### config.mk
export PLATFORM = sky130hd
export DESIGN_NAME = fruit_trajectory
export DESIGN_NICKNAME = d
export VERILOG_FILES = /design/src/rtl/fruit_trajectory.sv
export SDC_FILE = /design/constraint.sdc
export NUM_CORES = 1
export LEC_CHECK = 0
export ABC_AREA = 1
export BUFFER_PORTS_ARGS = -buffer_cell sky130_fd_sc_hd__buf_4
export CELL_PAD_IN_SITES_DETAIL_PLACEMENT = 0
export CELL_PAD_IN_SITES_GLOBAL_PLACEMENT = 1
export CORE_ASPECT_RATIO = 0.7
export CORE_MARGIN = 2
export CORE_UTILIZATION = 40
export CTS_BUF_LIST = sky130_fd_sc_hd__clkbuf_8 sky130_fd_sc_hd__clkbuf_16
export CTS_CLUSTER_DIAMETER = 60
export DETAILED_ROUTE_END_ITERATION = 10
export PLACE_DENSITY = 0.78
export SETUP_SLACK_MARGIN = 0.15
export SYNTH_ARGS = -nofsm -noshare
export SYNTH_HDL_FRONTEND = slang
export SYNTH_SLANG_ARGS = --single-unit
### constraint.sdc
create_clock -name clk -period 3.14 [get_ports clk]
set_input_delay 0 -clock clk [delete_from_list [all_inputs] [get_ports clk]]
set_output_delay 0 -clock clk [all_outputs]
set_load 0.01 [all_outputs]
### src/rtl/fruit_trajectory.sv
// fruit_trajectory: per-fruit motion controller.
// Launches a 50x50 sprite from the bottom of a 640x480 screen. Once per video
// frame it integrates velocity and gravity, bounces off the side walls, clamps
// at the ceiling, reacts to slices and retires the fruit when it drops off the
// bottom. The coordinates change only on frame_tick (vertical blanking) or on
// a launch, so they are stable for the image lookup during active video.
module fruit_trajectory #(
    parameter int SCREEN_W    = 640,
    parameter int SCREEN_H    = 480,
    parameter int SPRITE_SIZE = 50,
    parameter int LAUNCH_Y    = 430,
    parameter int GRAVITY     = 1,
    parameter int VY_MAX      = 15
) (
    input  logic       clk,
    input  logic       resetn,
    input  logic       frame_tick,
    input  logic       launch,
    input  logic [9:0] launch_x,
    input  logic [5:0] launch_vx,
    input  logic [5:0] launch_vy,
    input  logic       slice,
    output logic [9:0] fruit_x,
    output logic [8:0] fruit_y,
    output logic       active,
    output logic       sliced,
    output logic       missed
);

    // Bounds expressed in the signed 12-bit position domain.
    localparam logic signed [11:0] X_MAX_S    = 12'(SCREEN_W - SPRITE_SIZE);
    localparam logic signed [11:0] SCREEN_H_S = 12'(SCREEN_H);
    localparam logic signed [11:0] LAUNCH_Y_S = 12'(LAUNCH_Y);
    localparam logic signed [6:0]  GRAVITY_S  = 7'(GRAVITY);
    localparam logic signed [6:0]  VY_MAX_S   = 7'(VY_MAX);
    localparam logic signed [5:0]  VEL_MIN_S  = -6'sd32;
    localparam logic signed [5:0]  VEL_POS_S  = 6'sd31;

    typedef enum logic [1:0] {
        S_IDLE   = 2'd0,
        S_FLYING = 2'd1,
        S_SLICED = 2'd2
    } state_t;

    state_t             r_state;
    logic signed [11:0] r_px;
    logic signed [11:0] r_py;
    logic signed [5:0]  r_vx;
    logic signed [5:0]  r_vy;
    logic               r_active;
    logic               r_sliced;
    logic               r_missed;

    logic signed [11:0] w_npx;
    logic signed [11:0] w_npy;
    logic signed [11:0] w_px_tick;
    logic signed [11:0] w_py_tick;
    logic signed [5:0]  w_vx_neg;
    logic signed [5:0]  w_vx_tick;
    logic signed [6:0]  w_vy_inc;
    logic signed [5:0]  w_vy_grav;
    logic signed [5:0]  w_vy_tick;
    logic signed [5:0]  w_vy_slice;
    logic signed [5:0]  w_vy_slice_tick;
    logic               w_exit;
    logic signed [11:0] w_launch_x_ext;
    logic signed [11:0] w_launch_px;

    // Per-frame physics candidates, all computed from the pre-tick velocities.
    // NOTE: every signal driven here gets a value on every path (defaults
    // first), so no latch can be inferred.
    always_comb begin
        w_npx           = r_px + {{6{r_vx[5]}}, r_vx};
        w_npy           = r_py + {{6{r_vy[5]}}, r_vy};
        w_px_tick       = w_npx;
        w_py_tick       = w_npy;
        w_vx_tick       = r_vx;
        w_vy_tick       = '0;
        w_vy_slice_tick = '0;

        // Bounce reverses vx; -32 has no positive twin so it saturates to +31.
        w_vx_neg = (r_vx == VEL_MIN_S) ? VEL_POS_S : -r_vx;

        if (w_npx < 12'sd0) begin
            w_px_tick = 12'sd0;
            w_vx_tick = w_vx_neg;
        end else if (w_npx > X_MAX_S) begin
            w_px_tick = X_MAX_S;
            w_vx_tick = w_vx_neg;
        end

        // Gravity with terminal velocity; 7 bits so vy = +31 cannot wrap.
        w_vy_inc  = {r_vy[5], r_vy} + GRAVITY_S;
        w_vy_grav = (w_vy_inc > VY_MAX_S) ? VY_MAX_S[5:0] : w_vy_inc[5:0];

        if (w_npy < 12'sd0) begin
            // Ceiling: pin to the top edge and kill the vertical motion.
            w_py_tick = 12'sd0;
            w_vy_tick = '0;
        end else begin
            w_vy_tick = w_vy_grav;
        end

        // A slice arriving with a tick keeps gravity but never moves upward.
        w_vy_slice_tick = w_vy_grav[5] ? 6'sd0 : w_vy_grav;

        w_exit = (w_npy >= SCREEN_H_S);
    end

    // Slice velocity without a tick, and the launch x clamp.
    always_comb begin
        w_vy_slice     = r_vy[5] ? 6'sd0 : r_vy;
        w_launch_x_ext = {2'b00, launch_x};
        w_launch_px    = (w_launch_x_ext > X_MAX_S) ? X_MAX_S : w_launch_x_ext;
    end

    // Fruit FSM: launch, per-frame motion, slice and exit, registered outputs.
    // NOTE: sequential state uses non-blocking assignments only, so every
    // register samples the pre-edge values of the others.
    always_ff @(posedge clk) begin
        if (!resetn) begin
            // NOTE: reset is synchronous and clears every state register;
            // an aborted flight therefore never produces a missed pulse.
            r_state  <= S_IDLE;
            r_px     <= '0;
            r_py     <= '0;
            r_vx     <= '0;
            r_vy     <= '0;
            r_active <= 1'b0;
            r_sliced <= 1'b0;
            r_missed <= 1'b0;
        end else begin
            r_missed <= 1'b0;
            case (r_state)
                S_IDLE: begin
                    // A tick in the same cycle is ignored; motion starts on
                    // the next tick after the launch is loaded.
                    if (launch) begin
                        r_state  <= S_FLYING;
                        r_px     <= w_launch_px;
                        r_py     <= LAUNCH_Y_S;
                        r_vx     <= launch_vx;
                        r_vy     <= launch_vy;
                        r_active <= 1'b1;
                        r_sliced <= 1'b0;
                    end
                end

                S_FLYING: begin
                    if (frame_tick) begin
                        if (w_exit) begin
                            r_state  <= S_IDLE;
                            r_vx     <= '0;
                            r_vy     <= '0;
                            r_active <= 1'b0;
                            r_sliced <= 1'b0;
                            r_missed <= 1'b1;
                        end else begin
                            r_px <= w_px_tick;
                            r_py <= w_py_tick;
                            if (slice) begin
                                r_state  <= S_SLICED;
                                r_vx     <= '0;
                                r_vy     <= w_vy_slice_tick;
                                r_sliced <= 1'b1;
                            end else begin
                                r_vx <= w_vx_tick;
                                r_vy <= w_vy_tick;
                            end
                        end
                    end else if (slice) begin
                        r_state  <= S_SLICED;
                        r_vx     <= '0;
                        r_vy     <= w_vy_slice;
                        r_sliced <= 1'b1;
                    end
                end

                S_SLICED: begin
                    if (frame_tick) begin
                        if (w_exit) begin
                            // Sliced fruit leaving the screen is not a miss.
                            r_state  <= S_IDLE;
                            r_vx     <= '0;
                            r_vy     <= '0;
                            r_active <= 1'b0;
                            r_sliced <= 1'b0;
                        end else begin
                            r_px <= w_px_tick;
                            r_py <= w_py_tick;
                            r_vx <= w_vx_tick;
                            r_vy <= w_vy_tick;
                        end
                    end
                end

                default: begin
                    r_state  <= S_IDLE;
                    r_active <= 1'b0;
                    r_sliced <= 1'b0;
                end
            endcase
        end
    end

    assign fruit_x = r_px[9:0];
    assign fruit_y = r_py[8:0];
    assign active  = r_active;
    assign sliced  = r_sliced;
    assign missed  = r_missed;

endmodule

==> results of run 1 <==
-- layer usage --
| layer | part of all wire, % | track usage, % | wire length, um | vias up |
|---|---|---|---|---|
| li1 | - | - | - | 2046 |
| met1 | 55 | 34.6 | 6180 | 1757 |
| met2 | 39 | 30.7 | 4330 | 90 |
| met3 | 5.4 | 4.08 | 599 | 8 |
| met4 | 0.50 | 2.51 | 56 | 0 |
| met5 | 0 | 0 | 0 | - |
-- placed cells by master (no fill, tap or decap), types with 2 or more instances in the layout --
| cell | instances |
|---|---|
| a21boi_0 | 2 |
| a21o_1 | 2 |
| a21oi_1 | 58 |
| a21oi_2 | 11 |
| buf_4 | 62 |
| clkbuf_16 | 5 |
| dfxtp_1 | 38 |
| fa_1 | 2 |
| ha_1 | 29 |
| inv_1 | 82 |
| nand2_1 | 153 |
| nand2_2 | 15 |
| nand2_4 | 3 |
| nand3_1 | 50 |
| nand3_2 | 4 |
| nand3b_1 | 6 |
| nand4_1 | 9 |
| nor2_1 | 44 |
| nor2_4 | 2 |
| nor3_1 | 4 |
| o21a_1 | 3 |
| o21ai_0 | 29 |
| o21ai_1 | 2 |
| or2_2 | 2 |
| xnor2_1 | 7 |
| xor2_1 | 6 |
-- cell families (layout without fill, tap and decap cells) --
kind of cell	count (synthesis)	count (layout)	share of synthesized area, %
fa+ha+maj	31	31	10.4
xor+xnor	15	15	4.08
buf+inv	115	155	14.0
simple gates	296	297	34.8
compound gates	112	112	16.6
flops	39	39	20.2
-- layout make-up --
cell class | count | area [um^2]
Timing Repair Buffer | 64 | 495
Tap cell | 124 | 155
Clock inverter | 2 | 37.5
Clock buffer | 5 | 125
Sequential cell | 39 | 785
Fill cell | 985 | 4730
Multi-Input combinational cell | 455 | 2580
Inverter | 84 | 315
-- power by group --
group          internal (mW)  leakage [nW]  switching (mW)  total, mW
clock                  0.370        0.0759           0.210      0.580
sequential             0.685         0.322           0.248      0.934
combinational           1.49          1.85            2.44       3.93
total                   2.55          2.25            2.89       5.44
-- worst paths after layout --
kind                                       startpoint                     to  slack [ns]  cells past startpoint
worst max-delay path             r_vy[0]$_SDFFE_PN0P_   r_py[2]$_SDFFE_PN0P_        0.38                     15
worst min-delay path                     launch_vx[0]   r_vx[0]$_SDFFE_PN0P_       0.002                      3
worst max register to register   r_vy[0]$_SDFFE_PN0P_   r_py[2]$_SDFFE_PN0P_        0.38                     15
worst min register to register  r_py[10]$_SDFFE_PN0P_  r_py[10]$_SDFFE_PN0P_        0.45                      2
-- flip-flops by register name, summed over array words and instances, names as in the netlist --
| signal | flops |
|---|---|
| r_state | 2 |
| sliced | 1 |
| missed | 1 |
| r_vx | 6 |
| r_vy | 6 |
| r_py | 11 |
| r_px | 11 |
| active | 1 |
-- worst register-to-register path: stages, from the launching register on --
cell	delay, ns
dfxtp_1	0.37
ha_1	0.22
inv_1	0.07
fa_1	0.41
o21ai_1	0.22
nand2_1	0.10
a21oi_1	0.23
o21ai_1	0.09
nand2_1	0.08
nand3_2	0.14
nand2_4	0.13
nand2_4	0.06
nor2_8	0.22
buf_4	0.18
nand2_2	0.05
a21oi_2	0.12
-- what timing repair did --
item | 4_1_cts | 5_1_grt
endpoints found under the hold margin | 1 | 0
hold buffers | 1 | 0
buffers inserted | 0 | 5
gates cloned | 0 | 1
pin swaps | 0 | 2
endpoints found under the setup margin | 6 | 20
resized for setup | 1 | 6
==> flow_summary.toml, run 1 <==
[hold_path]
hp-class = "in2reg"

[cells_and_area]
syn_to_final_growth_pct = 16.2
finalInstanceArea_um2 = 4490
instances_no_fill = 773
drive_gt1_share_pct = 17.9
nets = 707
insertedDiodeCount = 0
post-route-util_pct = 48.7

[run_status]
status = "complete, no violations"

[critical_path]
cp_data_required_time_ns = 3.35
cpPeakStageDelay_ns = 0.41
critPathTopFamily = "simple AND/OR/NAND/NOR gates"
worstPathCellList = "ha_1 -> inv_1 -> fa_1 -> o21ai_1 -> nand2_1 -> a21oi_1 -> o21ai_1 -> nand2_1 -> nand3_2 -> nand2_4 -> nand2_4 -> nor2_8 -> buf_4 -> nand2_2 -> a21oi_2"
cp-start-kind = "register"
cp_num_buf_inv = 2
crit_type = "reg2reg"
end_kind = "register"
arrival_ns = 2.98
cp_slowest_cell = "fa_1"
cp_max_fo = 13

[cts]
insertion_delay_ns = 0.29
clk_pin_slew_worst_paths_ns = 0.06
cts_max_level = 2
cts.sinks = 39
cts_root_buffer = "clkbuf_16"
clockBufferDepth = 2
numCtsBuffers = 5
cts_tree = "yes"

[power_and_ir_drop]
p_leak_nw = 2.25
p_total_mw = 5.44
vdd_ir_drop_max_uv = 439
powerDensity_nw_per_um2 = 1210

[die]
core-area_um2 = 9220
io_pins = 49
rows = 29
dieArea_um2 = 10500
fp.dieW_um = 121
initial_utilization_pct = 41.9
dieHeight_um = 86.2

[timing]
setup-tns-final_ns = 0
finalHoldViolations = 0
post-route-min-period_ns = 2.76
worst_slack_ns = 0.376
finalSetupViolCount = 0
worstMarginPinSlew_ns = 0.867
maxSlewHeadroom_pct = 42.1
holdWs_ns = 0.00152
grt_setup_unrepaired = "yes"
slew_viol_final = 0
period_share_pct = 88.0
skew_ns = 0.00364
fmax_mhz = 362

[logic_synthesis]
yosysMostFrequentCell = "nand2_1"
synth_top_cell_by_area = "dfxtp_1"
netlist_area_um2 = 3860
synth.area.top_cells = "dfxtp_1 20%, nand2_1 15%, ha_1 9.4%"
synth-seq-cells = 39
synth_warnings = 0
netlist-cell-type-count = 42
syn-mean-instance-area_um2 = 6.36
synthArstFlopShare_pct = 0
ys_seq_area_share_pct = 20.2
synth.top_cells.by_count = "155 x nand2_1, 82 x inv_1, 58 x a21oi_1"
synth_edf_count = 0
synth_top_area_share_pct = 20.2
dominantRegCellSynth = "dfxtp_1"
netlist_instances = 608
syn-num-nets = 666

[drt]
wirelength_um = 11200
drt_iter0_markers = 266
vias_per_cell = 5.05
ant_nets = 0
via_count = 3901
dr.pass1.iters = 4
drcViolationCount = 0
wl_per_cell_um = 14.5

[global_route]
grt_pass1_wl_um = 18000
grt_start_max_net_pins = 23
grt_pass1_vias = 3519
antenna_found_initial = 0
overflow = 0
grt_usage_pct = 21.7

[place]
io_buffers = 48
place_area_um2 = 4230
hpwl_um = 8930
placed_cells = 759
pre_cts_ws_ns = 0.121
routabilityCongestion = 0.872

[job]
cap_violations = 0
(Power assumes the default switching activity.)
==> run 2: changes to the inputs <==
--- a/config.mk
+++ b/config.mk
@@ -15,6 +15,7 @@
 export CTS_BUF_LIST = sky130_fd_sc_hd__clkbuf_8 sky130_fd_sc_hd__clkbuf_16
 export CTS_CLUSTER_DIAMETER = 60
 export DETAILED_ROUTE_END_ITERATION = 10
+export GPL_TIMING_DRIVEN = 0
 export PLACE_DENSITY = 0.78
 export SETUP_SLACK_MARGIN = 0.15
 export SYNTH_ARGS = -nofsm -noshare
==> constraint.sdc (replaced) <==
create_clock -name clk -period 3.14 [get_ports clk]
set_input_delay 0.471 -clock clk [delete_from_list [all_inputs] [get_ports clk]]
set_output_delay 0.471 -clock clk [all_outputs]
set_load 0.01 [all_outputs]
==> flow_summary.toml, run 2 (synthesized netlist as in run 1, its figures left out) <==
[place]
routabilityCongestion = 0.889
pre_cts_ws_ns = 0.0940
placed_cells = 779
io_buffers = 47
hpwl_um = 9050
place_area_um2 = 4370

[timing]
fmax_mhz = 355
finalSetupViolCount = 0
setup-tns-final_ns = 0
slew_viol_final = 0
finalHoldViolations = 0
grt_setup_unrepaired = "yes"
maxSlewHeadroom_pct = 42.2
post-route-min-period_ns = 2.82
period_share_pct = 89.8
worstMarginPinSlew_ns = 0.867
skew_ns = 0.00596
holdWs_ns = 0.449
worst_slack_ns = 0.320

[die]
fp.dieW_um = 121
dieArea_um2 = 10500
rows = 29
io_pins = 49
core-area_um2 = 9220
initial_utilization_pct = 41.9
dieHeight_um = 86.2

[cells_and_area]
final_cell_mix = "154 x nand2_1, 83 x inv_1, 68 x buf_4, 57 x a21oi_1, 50 x nand3_1"
nets = 720
post-route-util_pct = 49.8
drive_gt1_share_pct = 19.5
insertedDiodeCount = 0
reg_top3 = "r_px: 11 flops, r_py: 11 flops"
instances_no_fill = 787
final_common_cell = "nand2_1"
syn_to_final_growth_pct = 18.6
finalInstanceArea_um2 = 4590

[power_and_ir_drop]
p_leak_nw = 2.30
p_total_mw = 5.52
powerDensity_nw_per_um2 = 1200
vdd_ir_drop_max_uv = 625

[critical_path]
cp-start-kind = "register"
arrival_ns = 3.03
regToRegStartpoint = "r_vy[5]$_SDFFE_PN0P_"
regToRegEndpoint = "r_py[7]$_SDFFE_PN0P_"
end_kind = "register"
cp_max_fo = 10
startpoint = "r_vy[5]$_SDFFE_PN0P_"
cp_data_required_time_ns = 3.35
crit_type = "reg2reg"
rrSetupSlack_ns = 0.32
r2r_cells = 13

[drt]
wirelength_um = 11700
wl_per_cell_um = 14.8
drcViolationCount = 0
ant_nets = 0
drt_iter0_markers = 301
via_count = 3963
dr.pass1.iters = 5
vias_per_cell = 5.04

[cts]
clk_pin_slew_worst_paths_ns = 0.06
clockBufferDepth = 2
cts_root_buffer = "clkbuf_16"
cts_tree = "yes"
numCtsBuffers = 5
insertion_delay_ns = 0.29
cts.sinks = 39
cts_max_level = 2
post_cts_buffers = 0

[global_route]
overflow = 0
grt_start_max_net_pins = 13
grt_usage_pct = 22.6
grt_pass1_wl_um = 18300
antenna_found_initial = 0
grt_pass1_vias = 3490

[run_status]
status = "complete, no violations"

[job]
cap_violations = 0

[hold_path]
min_delay_worst_endpoint = "r_px[10]$_SDFFE_PN0P_"
hp-class = "reg2reg"
whs_path_depth = 2
hold_start = "r_px[10]$_SDFFE_PN0P_"
run 2: cell count changes in the layout (fill, tap and decap cells not counted), moves of 2 or more:
cell	before	now
clkbuf_8	0	2
clkbuf_1	0	7
buf_4	62	68
dfxtp_1	38	36
dfxtp_2	0	2
buf_6	0	2
run 2: area by class of cell:
type / count / area, um^2
Sequential cell: 39 / 787
Multi-Input combinational cell: 454 / 2590
Clock inverter: 1 / 3.75
Clock buffer: 7 / 153
Buffer: 31 / 226
Fill cell: 984 / 4630
Inverter: 84 / 315
Timing Repair Buffer: 47 / 353
Tap cell: 124 / 155
run 2: critical path, cell delays in order, from the launching register on:
cell and delay (ns):
dfxtp_2 0.50, ha_1 0.36, a21oi_1 0.22, nor2_1 0.06
a211oi_1 0.31, o21ai_4 0.15, xor2_4 0.32, nor2_4 0.10
nand2_4 0.10, nand2_4 0.07, nor2_8 0.20, buf_12 0.18
nand2_2 0.06, a21oi_2 0.11
run 2: power by group:
part / total (mW) / leakage [nW] / internal [mW] / switching [mW]
Combinational: 4.03 / 1.90 / 1.50 / 2.53
Clock: 0.553 / 0.0813 / 0.336 / 0.217
Sequential: 0.933 / 0.323 / 0.688 / 0.245
run 2: worst max-delay path by stage:
stage | endpoint | slack (ns) | depth (start not counted)
floorplan | r_px[0]$_SDFFE_PN0P_ | 0.66 | 12
global placement | r_px[5]$_SDFFE_PN0P_ | 0.13 | 16
detailed placement | r_px[5]$_SDFFE_PN0P_ | 0.09 | 16
CTS | r_py[7]$_SDFFE_PN0P_ | 0.17 | 14
global route | r_px[0]$_SDFFE_PN0P_ | 0.15 | 11
finish | r_py[7]$_SDFFE_PN0P_ | 0.32 | 13
run 2: per-layer routing:
layer  global-route usage (%)  share of wire, %
met1                     37.3                55
met2                     30.7                37
met3                     3.03               7.4
met4                     3.87              0.58
met5                        0                 0
run 2: what timing repair did:
item	4_1_cts	5_1_grt
setup endpoints to repair	7	37
hold buffers	0	0
pin swaps	0	1
resized for setup	2	14
==> run 3: changes to the inputs <==
--- a/config.mk
+++ b/config.mk
@@ -11,12 +11,12 @@
 export CELL_PAD_IN_SITES_GLOBAL_PLACEMENT = 1
 export CORE_ASPECT_RATIO = 0.7
 export CORE_MARGIN = 2
-export CORE_UTILIZATION = 40
+export CORE_UTILIZATION = 42
 export CTS_BUF_LIST = sky130_fd_sc_hd__clkbuf_8 sky130_fd_sc_hd__clkbuf_16
 export CTS_CLUSTER_DIAMETER = 60
 export DETAILED_ROUTE_END_ITERATION = 10
 export GPL_TIMING_DRIVEN = 0
-export PLACE_DENSITY = 0.78
+export PLACE_DENSITY = 0.81
 export SETUP_SLACK_MARGIN = 0.15
 export SYNTH_ARGS = -nofsm -noshare
 export SYNTH_HDL_FRONTEND = slang
==> flow_summary.toml, run 3 (synthesized netlist as in run 1, its figures left out) <==
[run_status]
status = "complete, no violations"

[global_route]
antenna_found_initial = 0
grt_pass1_vias = 3628
overflow = 0
grt_pass1_wl_um = 18600
grt_start_max_net_pins = 13
grt_usage_pct = 23.5

[power_and_ir_drop]
seqPwrFrac_pct = 16.7
p_leak_nw = 2.31
p_switching_mw = 3.01
swShare_pct = 53.8
combinationalPowerShare_pct = 72.1
powerDensity_nw_per_um2 = 1220
vdd_ir_drop_max_uv = 502
clkPwrFrac_pct = 11.2
p_total_mw = 5.60
internal-power_mw = 2.59

[timing]
slew_viol_final = 0
grt_setup_unrepaired = "no"
worstMarginPinSlew_ns = 0.821
fmax_mhz = 351
maxSlewHeadroom_pct = 45.3
post-route-min-period_ns = 2.85
finalSetupViolCount = 0
skew_ns = 0.00746
period_share_pct = 90.6
setup-tns-final_ns = 0
finalHoldViolations = 0

[drt]
ant_nets = 0
drcViolationCount = 0
wirelength_um = 11600
vias_per_cell = 5.08
drt_iter0_markers = 303
wl_per_cell_um = 14.7
dr.pass1.iters = 5
via_count = 3999

[cells_and_area]
reg_top3 = "r_px: 11 flops, r_py: 11 flops"
final_cell_mix = "154 x nand2_1, 82 x inv_1, 67 x buf_4, 58 x a21oi_1, 50 x nand3_1"
final_common_cell = "nand2_1"
drive_gt1_share_pct = 19.9
post-route-util_pct = 51.2
nets = 720
instances_no_fill = 787
insertedDiodeCount = 0
syn_to_final_growth_pct = 19.1

[job]
cap_violations = 0

[cts]
cts.sinks = 39
cts_max_level = 2
cts_tree = "yes"
numCtsBuffers = 5
cts_root_buffer = "clkbuf_16"
clockBufferDepth = 2
clk_pin_slew_worst_paths_ns = 0.06
insertion_delay_ns = 0.30

[hold_path]
hp-class = "reg2reg"

[place]
hpwl_um = 8920
placed_cells = 779
io_buffers = 47
routabilityCongestion = 0.905

[critical_path]
arrival_ns = 3.05
cp_max_fo = 12
crit_type = "reg2reg"
cp_data_required_time_ns = 3.34
end_kind = "register"
cp-start-kind = "register"

[die]
fp.dieW_um = 119
rows = 29
io_pins = 49
dieArea_um2 = 10000
dieHeight_um = 84.3
initial_utilization_pct = 43.0
core-area_um2 = 9000
[run 3: critical path, cell delays in order, from the launching register on]
cell     delay, ns
dfxtp_4       0.40
ha_1          0.36
nand2_1       0.13
inv_1         0.05
a21oi_1       0.30
nand4_1       0.18
nand2_2       0.24
nand2_1       0.12
nor2_2        0.12
nand2_1       0.06
nand2_1       0.12
nand3_4       0.14
buf_6         0.18
nand4_1       0.07
nand3_1       0.13
nand2_1       0.10
inv_1         0.03
[run 3: layout make-up]
class | instances | area (um^2)
fillers | 940 | 4400
multi-input cells | 454 | 2590
flip-flops and latches | 39 | 787
repair buffers | 47 | 353
inverters | 84 | 315
plain buffers | 31 | 230
well taps | 124 | 155
clock buffers | 6 | 139
clock inverters | 2 | 35.0
[run 3: power by group through the flow]
stage | logic (mW) | clock network [mW] | registers [mW]
2_1_floorplan | 2.95 | 0 | 0.852
3_3_place_gp | 3.85 | 0 | 0.926
3_5_place_dp | 3.89 | 0 | 0.932
4_1_cts | 3.91 | 0.637 | 0.927
5_1_grt | 4.50 | 0.657 | 0.968
6_report | 4.04 | 0.625 | 0.937
[run 3: per-layer routing]
metal	vias up	GRT usage [%]	wire (um)
met5	-	0	0
met4	0	5.52	104
met3	7	3.40	684
met2	131	33.3	4470
met1	1801	36.9	6320
li1	2060	-	-
[run 3: per-stage QoR]
stage / setup slack (ns) / hold slack (ns) / cell area [um^2]
after floorplan: 0.661 / 0.422 / 3860
after detailed placement: 0.0573 / 0.438 / 4370
after global routing: 0.152 / 0.466 / 4600
after global placement: 0.142 / 0.433 / 4370
final: 0.295 / 0.447 / 4600
after CTS: 0.170 / 0.449 / 4550
[run 3: final timing paths]
path / from / to / slack [ns] / depth (start not counted)
setup / recovery: r_vx[5]$_SDFFE_PN0P_ / r_px[5]$_SDFFE_PN0P_ / 0.29 / 16
hold / removal: r_py[10]$_SDFFE_PN0P_ / r_py[10]$_SDFFE_PN0P_ / 0.45 / 2
hold reg to reg: r_py[10]$_SDFFE_PN0P_ / r_py[10]$_SDFFE_PN0P_ / 0.45 / 2
setup reg to reg: r_vx[5]$_SDFFE_PN0P_ / r_px[5]$_SDFFE_PN0P_ / 0.29 / 16
[run 3: timing repair]
action	4_1_cts	5_1_grt
buffers inserted	0	0
hold buffers	0	0
gates resized for setup	2	15
setup endpoints to repair	19	37
